`src/rtl/fifo_push_scheduler.sv`:
```
// fifo_push_scheduler: arbitrates NREQ producers onto a FIFO's single write
// port (round-robin), gates consumer pops, tracks occupancy so the FIFO can
// never overflow/underflow, runs a drain-to-empty flush sequence and keeps
// saturating full/empty event counters.
//
// Ports:
//   clk, rst        clock, synchronous active-high reset
//   req, req_data   per-producer push request (held until granted) and data
//   pop_req         consumer pop request
//   flush           pulse that starts the flush sequence
//   gnt             registered one-hot grant
//   push_o/datain_o registered FIFO push and write data
//   pop_o           registered FIFO pop
//   occ             committed occupancy (0..DEPTH)
//   full_o/empty_o  combinational decode of occ
//   flush_done      one-cycle pulse when a flush completes
//   full_events/empty_events  saturating event counters
module fifo_push_scheduler #(
    parameter int unsigned WIDTH     = 8,
    parameter int unsigned DEPTH     = 8,
    parameter int unsigned LOG2DEPTH = 3,
    parameter int unsigned NREQ      = 4
) (
    input  logic                    clk,
    input  logic                    rst,
    input  logic [NREQ-1:0]         req,
    input  logic [NREQ*WIDTH-1:0]   req_data,
    input  logic                    pop_req,
    input  logic                    flush,
    output logic [NREQ-1:0]         gnt,
    output logic                    push_o,
    output logic [WIDTH-1:0]        datain_o,
    output logic                    pop_o,
    output logic [LOG2DEPTH:0]      occ,
    output logic                    full_o,
    output logic                    empty_o,
    output logic                    flush_done,
    output logic [15:0]             full_events,
    output logic [15:0]             empty_events
);

    localparam int unsigned OCC_W = LOG2DEPTH + 1;
    localparam int unsigned PTR_W = (NREQ > 1) ? $clog2(NREQ) : 1;
    localparam int unsigned CNT_W = 16;
    localparam logic [OCC_W-1:0] DEPTH_OCC = OCC_W'(DEPTH);
    localparam logic [PTR_W-1:0] LAST_PTR  = PTR_W'(NREQ - 1);
    localparam logic [CNT_W-1:0] CNT_MAX   = '1;

    typedef enum logic [0:0] {
        ST_NORMAL = 1'b0,
        ST_FLUSH  = 1'b1
    } state_t;

    state_t             state_q, state_d;
    logic [PTR_W-1:0]   rr_ptr_q, rr_ptr_d;
    logic [OCC_W-1:0]   occ_q, occ_d;
    logic [NREQ-1:0]    gnt_q, gnt_d;
    logic               push_q, push_d;
    logic [WIDTH-1:0]   datain_q, datain_d;
    logic               pop_q, pop_d;
    logic               flush_done_q, flush_done_d;
    logic [CNT_W-1:0]   full_events_q, full_events_d;
    logic [CNT_W-1:0]   empty_events_q, empty_events_d;

    logic               win_found;
    logic [PTR_W-1:0]   win_idx;
    int unsigned        arb_idx;
    logic               push_ok;
    logic               pop_ok;

    // Round-robin search starting at rr_ptr; first asserted request wins.
    always_comb begin
        win_found = 1'b0;
        win_idx   = '0;
        arb_idx   = 0;
        for (int unsigned k = 0; k < NREQ; k++) begin
            arb_idx = int'(rr_ptr_q) + k;
            if (arb_idx >= NREQ) begin
                arb_idx = arb_idx - NREQ;
            end
            if (!win_found && req[PTR_W'(arb_idx)]) begin
                win_found = 1'b1;
                win_idx   = PTR_W'(arb_idx);
            end
        end
    end

    // Next-state, push/pop decisions and registered output values.
    always_comb begin
        state_d        = state_q;
        rr_ptr_d       = rr_ptr_q;
        gnt_d          = '0;
        push_d         = 1'b0;
        datain_d       = datain_q;
        pop_d          = 1'b0;
        flush_done_d   = 1'b0;
        push_ok        = 1'b0;
        pop_ok         = 1'b0;

        case (state_q)
            ST_NORMAL: begin
                // The cycle that accepts flush makes no push/pop decision,
                // so the flush drains exactly the occupancy seen at entry.
                if (flush) begin
                    state_d = ST_FLUSH;
                end else begin
                    pop_ok  = pop_req && (occ_q != '0);
                    push_ok = win_found && ((occ_q < DEPTH_OCC) || pop_ok);
                end
            end
            ST_FLUSH: begin
                pop_ok = (occ_q != '0);
                if (occ_q == '0) begin
                    state_d      = ST_NORMAL;
                    flush_done_d = 1'b1;
                end
            end
            default: state_d = ST_NORMAL;
        endcase

        if (push_ok) begin
            gnt_d[win_idx] = 1'b1;
            push_d         = 1'b1;
            datain_d       = req_data[32'(win_idx) * WIDTH +: WIDTH];
            rr_ptr_d       = (win_idx == LAST_PTR) ? '0 : win_idx + PTR_W'(1);
        end
        pop_d = pop_ok;

        occ_d = occ_q + OCC_W'(push_ok) - OCC_W'(pop_ok);

        // Event counters count edges into full/empty and stick at all-ones.
        full_events_d = full_events_q;
        if ((occ_q != DEPTH_OCC) && (occ_d == DEPTH_OCC) && (full_events_q != CNT_MAX)) begin
            full_events_d = full_events_q + CNT_W'(1);
        end
        empty_events_d = empty_events_q;
        if ((occ_q != '0) && (occ_d == '0) && (empty_events_q != CNT_MAX)) begin
            empty_events_d = empty_events_q + CNT_W'(1);
        end
    end

    // State registers.
    always_ff @(posedge clk) begin
        if (rst) begin
            state_q        <= ST_NORMAL;
            rr_ptr_q       <= '0;
            occ_q          <= '0;
            gnt_q          <= '0;
            push_q         <= 1'b0;
            datain_q       <= '0;
            pop_q          <= 1'b0;
            flush_done_q   <= 1'b0;
            full_events_q  <= '0;
            empty_events_q <= '0;
        end else begin
            state_q        <= state_d;
            rr_ptr_q       <= rr_ptr_d;
            occ_q          <= occ_d;
            gnt_q          <= gnt_d;
            push_q         <= push_d;
            datain_q       <= datain_d;
            pop_q          <= pop_d;
            flush_done_q   <= flush_done_d;
            full_events_q  <= full_events_d;
            empty_events_q <= empty_events_d;
        end
    end

    assign gnt          = gnt_q;
    assign push_o       = push_q;
    assign datain_o     = datain_q;
    assign pop_o        = pop_q;
    assign occ          = occ_q;
    assign flush_done   = flush_done_q;
    assign full_events  = full_events_q;
    assign empty_events = empty_events_q;
    assign full_o       = (occ_q == DEPTH_OCC);
    assign empty_o      = (occ_q == '0);

endmodule

```
`config.mk`:
```
export PLATFORM = sky130hd
export DESIGN_NAME = fifo_push_scheduler
export DESIGN_NICKNAME = d
export VERILOG_FILES = /design/src/rtl/fifo_push_scheduler.sv
export SDC_FILE = /design/constraint.sdc
export NUM_CORES = 1
export LEC_CHECK = 0
export BUFFER_PORTS_ARGS = -buffer_cell sky130_fd_sc_hd__buf_2
export CAP_MARGIN = 20
export CORE_MARGIN = 2
export CORE_UTILIZATION = 46
export CTS_CLUSTER_DIAMETER = 150
export DETAILED_ROUTE_END_ITERATION = 12
export PLACE_DENSITY = 0.77
export REMOVE_ABC_BUFFERS = 1
export SETUP_SLACK_MARGIN = 0.1
export SYNTH_ARGS = -nofsm -noshare
export SYNTH_HDL_FRONTEND = slang
export SYNTH_SLANG_ARGS = --single-unit
```
`constraint.sdc`:
```
create_clock -name clk -period 4.6 [get_ports clk]
set_input_delay 1.38 -clock clk [delete_from_list [all_inputs] [get_ports clk]]
set_output_delay 1.38 -clock clk [all_outputs]
set_load 0.05 [all_outputs]
```
# After elaboration in Yosys (flattened, before gate mapping)
# Index checks and enable logic that the tools add are counted.
[word_totals]
register_bits = 54
latch_bits = 0
mem_bits_rw = 0
rom_bits = 0
input_bits = 40
out_inout_bits = 53
elab_cells = 93
mem_count = 0
[op_classes]
add_sub_neg = 12
multipliers = 0
div_mod_pow = 0
magnitude_cmp = 11
n_eq_ne = 6
shift = 1
mux = 32
bitwise = 2
reduce_logical = 19
[ops]
columns = ["cell", "n"]
rows = [
  ["$add A16 B1 Y16 const B", 2],
  ["$ne A16 B16 Y1 const B", 2],
  ["$shiftx A32 B6 Y8", 1],
  ["$mux W2", 9],
  ["$mux W1", 16],
  ["$lt A2 B3 Y1 const B", 5],
  ["$logic_and A1 B1 Y1", 10],
  ["$ge A3 B3 Y1 const B", 3],
  ["$bmux W1 S2", 4],
  ["$eq A4 B4 Y1 const B", 2],
  ["$logic_not A4 Y1", 2],
  ["$sub A2 B1 Y2 const B", 4],
  ["$add A2 B2 Y3 const B", 2],
  ["$add A4 B1 Y4", 1],
  ["$lt A4 B4 Y1 const B", 1],
  ["$ne A4 B4 Y1 const B", 1],
  ["$pmux W1 S2", 2],
  ["$reduce_bool A4 Y1", 1],
  ["$reduce_or A2 Y1", 2],
  ["$sub A4 B1 Y4", 1],
  ["$add A2 B1 Y3 const B", 1],
  ["$ge A2 B3 Y1 const B", 1],
  ["$logic_not A1 Y1", 3],
  ["$add A2 B1 Y2 const B", 1],
  ["other kinds (5)", 6],
]

# Logic depth before layout (Yosys ltp)
[logic_depth]
ltp_word = 22
ltp_mapped = 16
depth_no_buf = 15

# Worst setup path before layout
# OpenSTA, ideal clock, no wires.
[synth_timing]
kind = "reg2reg"
start = "register occ_q[2], in the netlist occ[2]"
end = "register empty_events_q[5], in the netlist empty_events[5]"
setup_ps = 128
arrival_time_ps = 4371
required_time_ps = 4472
slack_ps = 102
path_stages_with_launch = 17
n_path_buf = 1
synth_period_minus_slack_ps = 4498
path_cell_list = "dfxtp_1 -> inv_1 -> ha_1 -> nor3b_2 -> a211o_1 -> clkbuf_1 -> ha_1 -> inv_1 -> ha_1 -> inv_1 -> fa_1 -> xnor2_1 -> or3_4 -> nor4_4 -> nand4_1 -> xor2_1 -> nor2_1"
[synth_via]
elab_chain_len = 11
elab_cells_between_ends = 14
classes_between = "add/sub: 2; order compare: 1; mux: 4; reduce/logical: 7"
[synth_rtl]
columns = ["item", "line", "text"]
rows = [
  ["start, declared", "56", "logic [OCC_W-1:0] occ_q, occ_d;"],
  ["start signal, assigned", "147", "occ_q <= '0;"],
  ["start signal, assigned", "158", "occ_q <= occ_d;"],
  ["branches (longest 9 deep; another with $lt A4 B4 Y1)", "n/a", ""],
  ["$logic_and A1 B1 Y1 (*) (2 in series)", "137", "if ((occ_q != '0) && (occ_d == '0) && (empty_events_q != CNT_MAX)) begin"],
  ["end signal, assigned", "165", "empty_events_q <= empty_events_d;"],
  ["end, declared", "63", "logic [CNT_W-1:0] empty_events_q, empty_events_d;"],
]
# Every way passes the cells marked *.
# A chain may end at the register's enable or synchronous reset.

# Final worst setup path
[layout_timing]
start = "input port flush"
end = "register empty_events_q[13], in the netlist empty_events[13]"
[layout_via]
elab_chain_len = 7
elab_cells_between_ends = 9
classes_between = "add/sub: 2; mux: 4; reduce/logical: 3"
[layout_rtl]
columns = ["item", "line", "text"]
rows = [
  ["start, declared", "29", "input logic flush,"],
  ["$mux W1", "104", "if (flush) begin"],
  ["$mux W1", "100", "case (state_q)"],
  ["$add A4 B1 Y4", "129", "occ_d = occ_q + OCC_W'(push_ok) - OCC_W'(pop_ok);"],
  ["$sub A4 B1 Y4 (*)", "129", ""],
  ["$logic_not A4 Y1 (*)", "137", ""],
  ["$logic_and A1 B1 Y1 (*) (2 in series)", "137", ""],
]
# Every way passes the cells marked *; elsewhere a longest branch is shown, timed or not.

==> flow_summary.toml <==
[yosys]
async_flop_share_pct = 0
yosysMostFrequentCell = "dfxtp_1"
yosys.area.top_type_share_pct = 38.5
ys_seq_area_share_pct = 38.5
synth_common_cells = "dfxtp_1 (54), nor2_1 (45), mux2i_1 (16), nand3_1 (15), xor2_1 (14)"
synth_edf_count = 0
ys_types = 45
yosys.area.top_type = "dfxtp_1"
ys.flop_type = "dfxtp_1"
syn_area_um2 = 2810
syn_inst = 314
ys_warn_count = 0
synth.avg_cell_area_um2 = 8.94
ys_seq_elements = 54
synth_area_leaders = "dfxtp_1 (39%), nor2_1 (6.0%), mux2i_1 (5.7%)"

[global_route]
grt_pass1_wl_mm = 9.75
grt_pass1_vias = 2227
met1_usage_pct = 23.2
grt.overflow.total = 0
grt_start_max_net_pins = 34
grt-busiest-layer = "met2"
track_usage_pct = 18.4
antenna_found_initial = 0
grt_util_met2_pct = 30.9
grtUsageMet3_pct = 4.46

[power]
leakagePower_nw = 1.60
ir_worst_vdd_mv = 0.295
power_switching_uw = 729
pwr-share-seq_pct = 32.8
pwr-share-clk_pct = 22.7
p_int_uw = 973
switching_share_pct = 42.8
cellPowerDensity_nw_per_um2 = 491
pwr-share-comb_pct = 44.4

[finish]
final_util_pct = 58.6
insertedDiodeCount = 0
syn_to_final_growth_pct = 23.5
drive_gt1_share_pct = 28.0
finalNetCount = 456

[run]
max_cap_viol_count = 0

[sta]
relSlewSlack_pct = 61.2
fmax_mhz = 237
finalClockSkew_ns = 0.00950
fin_tns_setup_ns = 0
setup_viol_count_final = 0
rsz0062_at_grt = "no"
min_period_ns = 4.21
hold_viol_final = 0
period_share_pct = 91.6
tightest_slew_ns = 0.582
slew_viol_final = 0

[floorplanning]
die_y_um = 82.1
die_x_um = 82.1
row_count = 28
initial_core_util_pct = 47.4
die_area_um2 = 6740
fp.coreArea_um2 = 5920
pin_count = 93

[setup_path]
critPathLaunch = "flush"
critPathMaxStageDelay_ns = 0.44
critPathBufInv = 3
worstSetupPathType = "primary input to flip-flop"
timing.rr.end = "empty_events[13]"
rrSetupSlack_ns = 0.92
cp-start-kind = "primary input"
crit_arrival_ns = 4.40
cp_num_cells = 15
r2r_start = "occ[3]"
critical_path.cell_chain = "buf_2 > nor2_1 > o21ai_0 > a211o_1 > ha_1 > inv_1 > ha_1 > inv_1 > fa_1 > xnor2_1 > or3_4 > nor4_4 > nand4_1 > xor2_1 > nor2_1"
critical-path-slowest-cell = "nor4_4"
worstPathRequired_ns = 4.78
rr_worst_depth = 15
timing.critical_path.max_delay_family = "simple AND/OR/NAND/NOR gates"
end_kind = "flip-flop"
crit_path_end = "empty_events[13]"
crit_fanout = 8

[clock_tree]
cts_hold_buf = 0
cts_num_sinks = 54
htree_levels = 2
clock-root-buffer = "clkbuf_8"
cts_buffer_depth = 2
post_cts_buffers = 0
insertion_delay_ns = 0.31
cts_repair_resize_count = 0
cts_inserted_buffers = 5
tritoncts = "built"
cts.clk_slew.worst_paths_ns = 0.10

[placement]
dp_hpwl_mm = 4.84
portBuffers = 92
gp_congestion = 0.873

[route]
dr.first_iter.drc_count = 110
drc = 0
drt-total-wl_mm = 6.37
vias = 2592
ant_nets = 0
dr.pass1.iters = 4
viasPerCell = 5.41
avgRoutedWirePerCell_um = 13.3

[status]
status = "finished, final reports clean"

[min_path]
hold_path.class = "flip-flop to flip-flop"
[routing by layer]
metal	routed length, um	part of all wire (%)	vias to the layer above
met4	60	0.94	0
met3	336	5.3	5
met1	2840	45	1228
met2	3130	49	73
met5	0	0	-
li1	-	-	1286
[final cells by class]
class	count	area [um2]
flip-flops and latches	54	1080
multi-input cells	235	1630
repair buffers	94	475
clock inverters	2	60.1
fillers	556	2450
inverters	13	48.8
well taps	75	93.8
clock buffers	6	82.6
[metrics by stage]
stage	cell area (um2)	total power, mW	hold WS, ns	setup WS, ns	instances
CTS	3470	1.72	0.471	0.387	479
floorplan	2760	1.15	0.436	0.247	302
detailed placement	3320	1.33	0.456	0.0475	471
global route	3470	1.81	0.497	0.189	479
global placement	3320	1.30	0.447	0.160	471
finish	3470	1.70	0.478	0.385	479
[flip-flops by register name (all words and copies together), names as in the netlist]
name          count
gnt               4
rr_ptr_q          2
push_o            1
full_events      16
datain_o          8
empty_events     16
state_q           1
flush_done        1
occ               4
pop_o             1
[placed cells by master, fill, tap and decap left out, types with 12 or more instances in the layout]
cell     Yosys  routed
nand3_1     15      15
xor2_1      14      14
ha_1        12      12
nand2_1     12      12
buf_2        2      92
nor2_1      45      45
a21oi_1     13      13
dfxtp_1     54      54
inv_1       13      13
xnor2_1     13      13
mux2i_1     16      16
[worst register-to-register path, stage by stage, from the launching register on]
cell     delay (ns)
dfxtp_1        0.39
inv_1          0.07
ha_1           0.17
nor3b_2        0.20
a211o_1        0.33
ha_1           0.31
inv_1          0.06
ha_1           0.15
inv_1          0.06
fa_1           0.41
xnor2_1        0.18
or3_4          0.41
nor4_4         0.44
nand4_1        0.19
xor2_1         0.15
nor2_1         0.05
[cells by family (layout without fill, tap and decap cells)]
kind of cell | Yosys count | in the layout | synth area share, %
fa+ha+maj | 13 | 13 | 6.06
simple gates | 143 | 143 | 28.9
buf+inv | 25 | 115 | 3.57
flops | 54 | 54 | 38.5
compound gates | 36 | 36 | 8.78
mux | 16 | 16 | 5.71
xor+xnor | 27 | 27 | 8.43
[power by group through the flow]
stage / Combinational, mW / Sequential, mW / Clock (mW)
finish: 0.756 / 0.559 / 0.387
global route: 0.825 / 0.567 / 0.418
CTS: 0.760 / 0.559 / 0.398
detailed placement: 0.757 / 0.569 / 0
global placement: 0.737 / 0.567 / 0
floorplan: 0.435 / 0.712 / 0
[how the worst min path moves through the flow]
stage	start	endpoint	slack [ns]	cells past startpoint
5_1_grt	state_q	flush_done	0.50	2
3_3_place_gp	state_q	flush_done	0.45	2
3_5_place_dp	state_q	flush_done	0.46	2
6_report	state_q	flush_done	0.48	2
4_1_cts	state_q	flush_done	0.47	2
2_1_floorplan	state_q	flush_done	0.44	2
No activity file was read; power rests on OpenSTA's default activity.
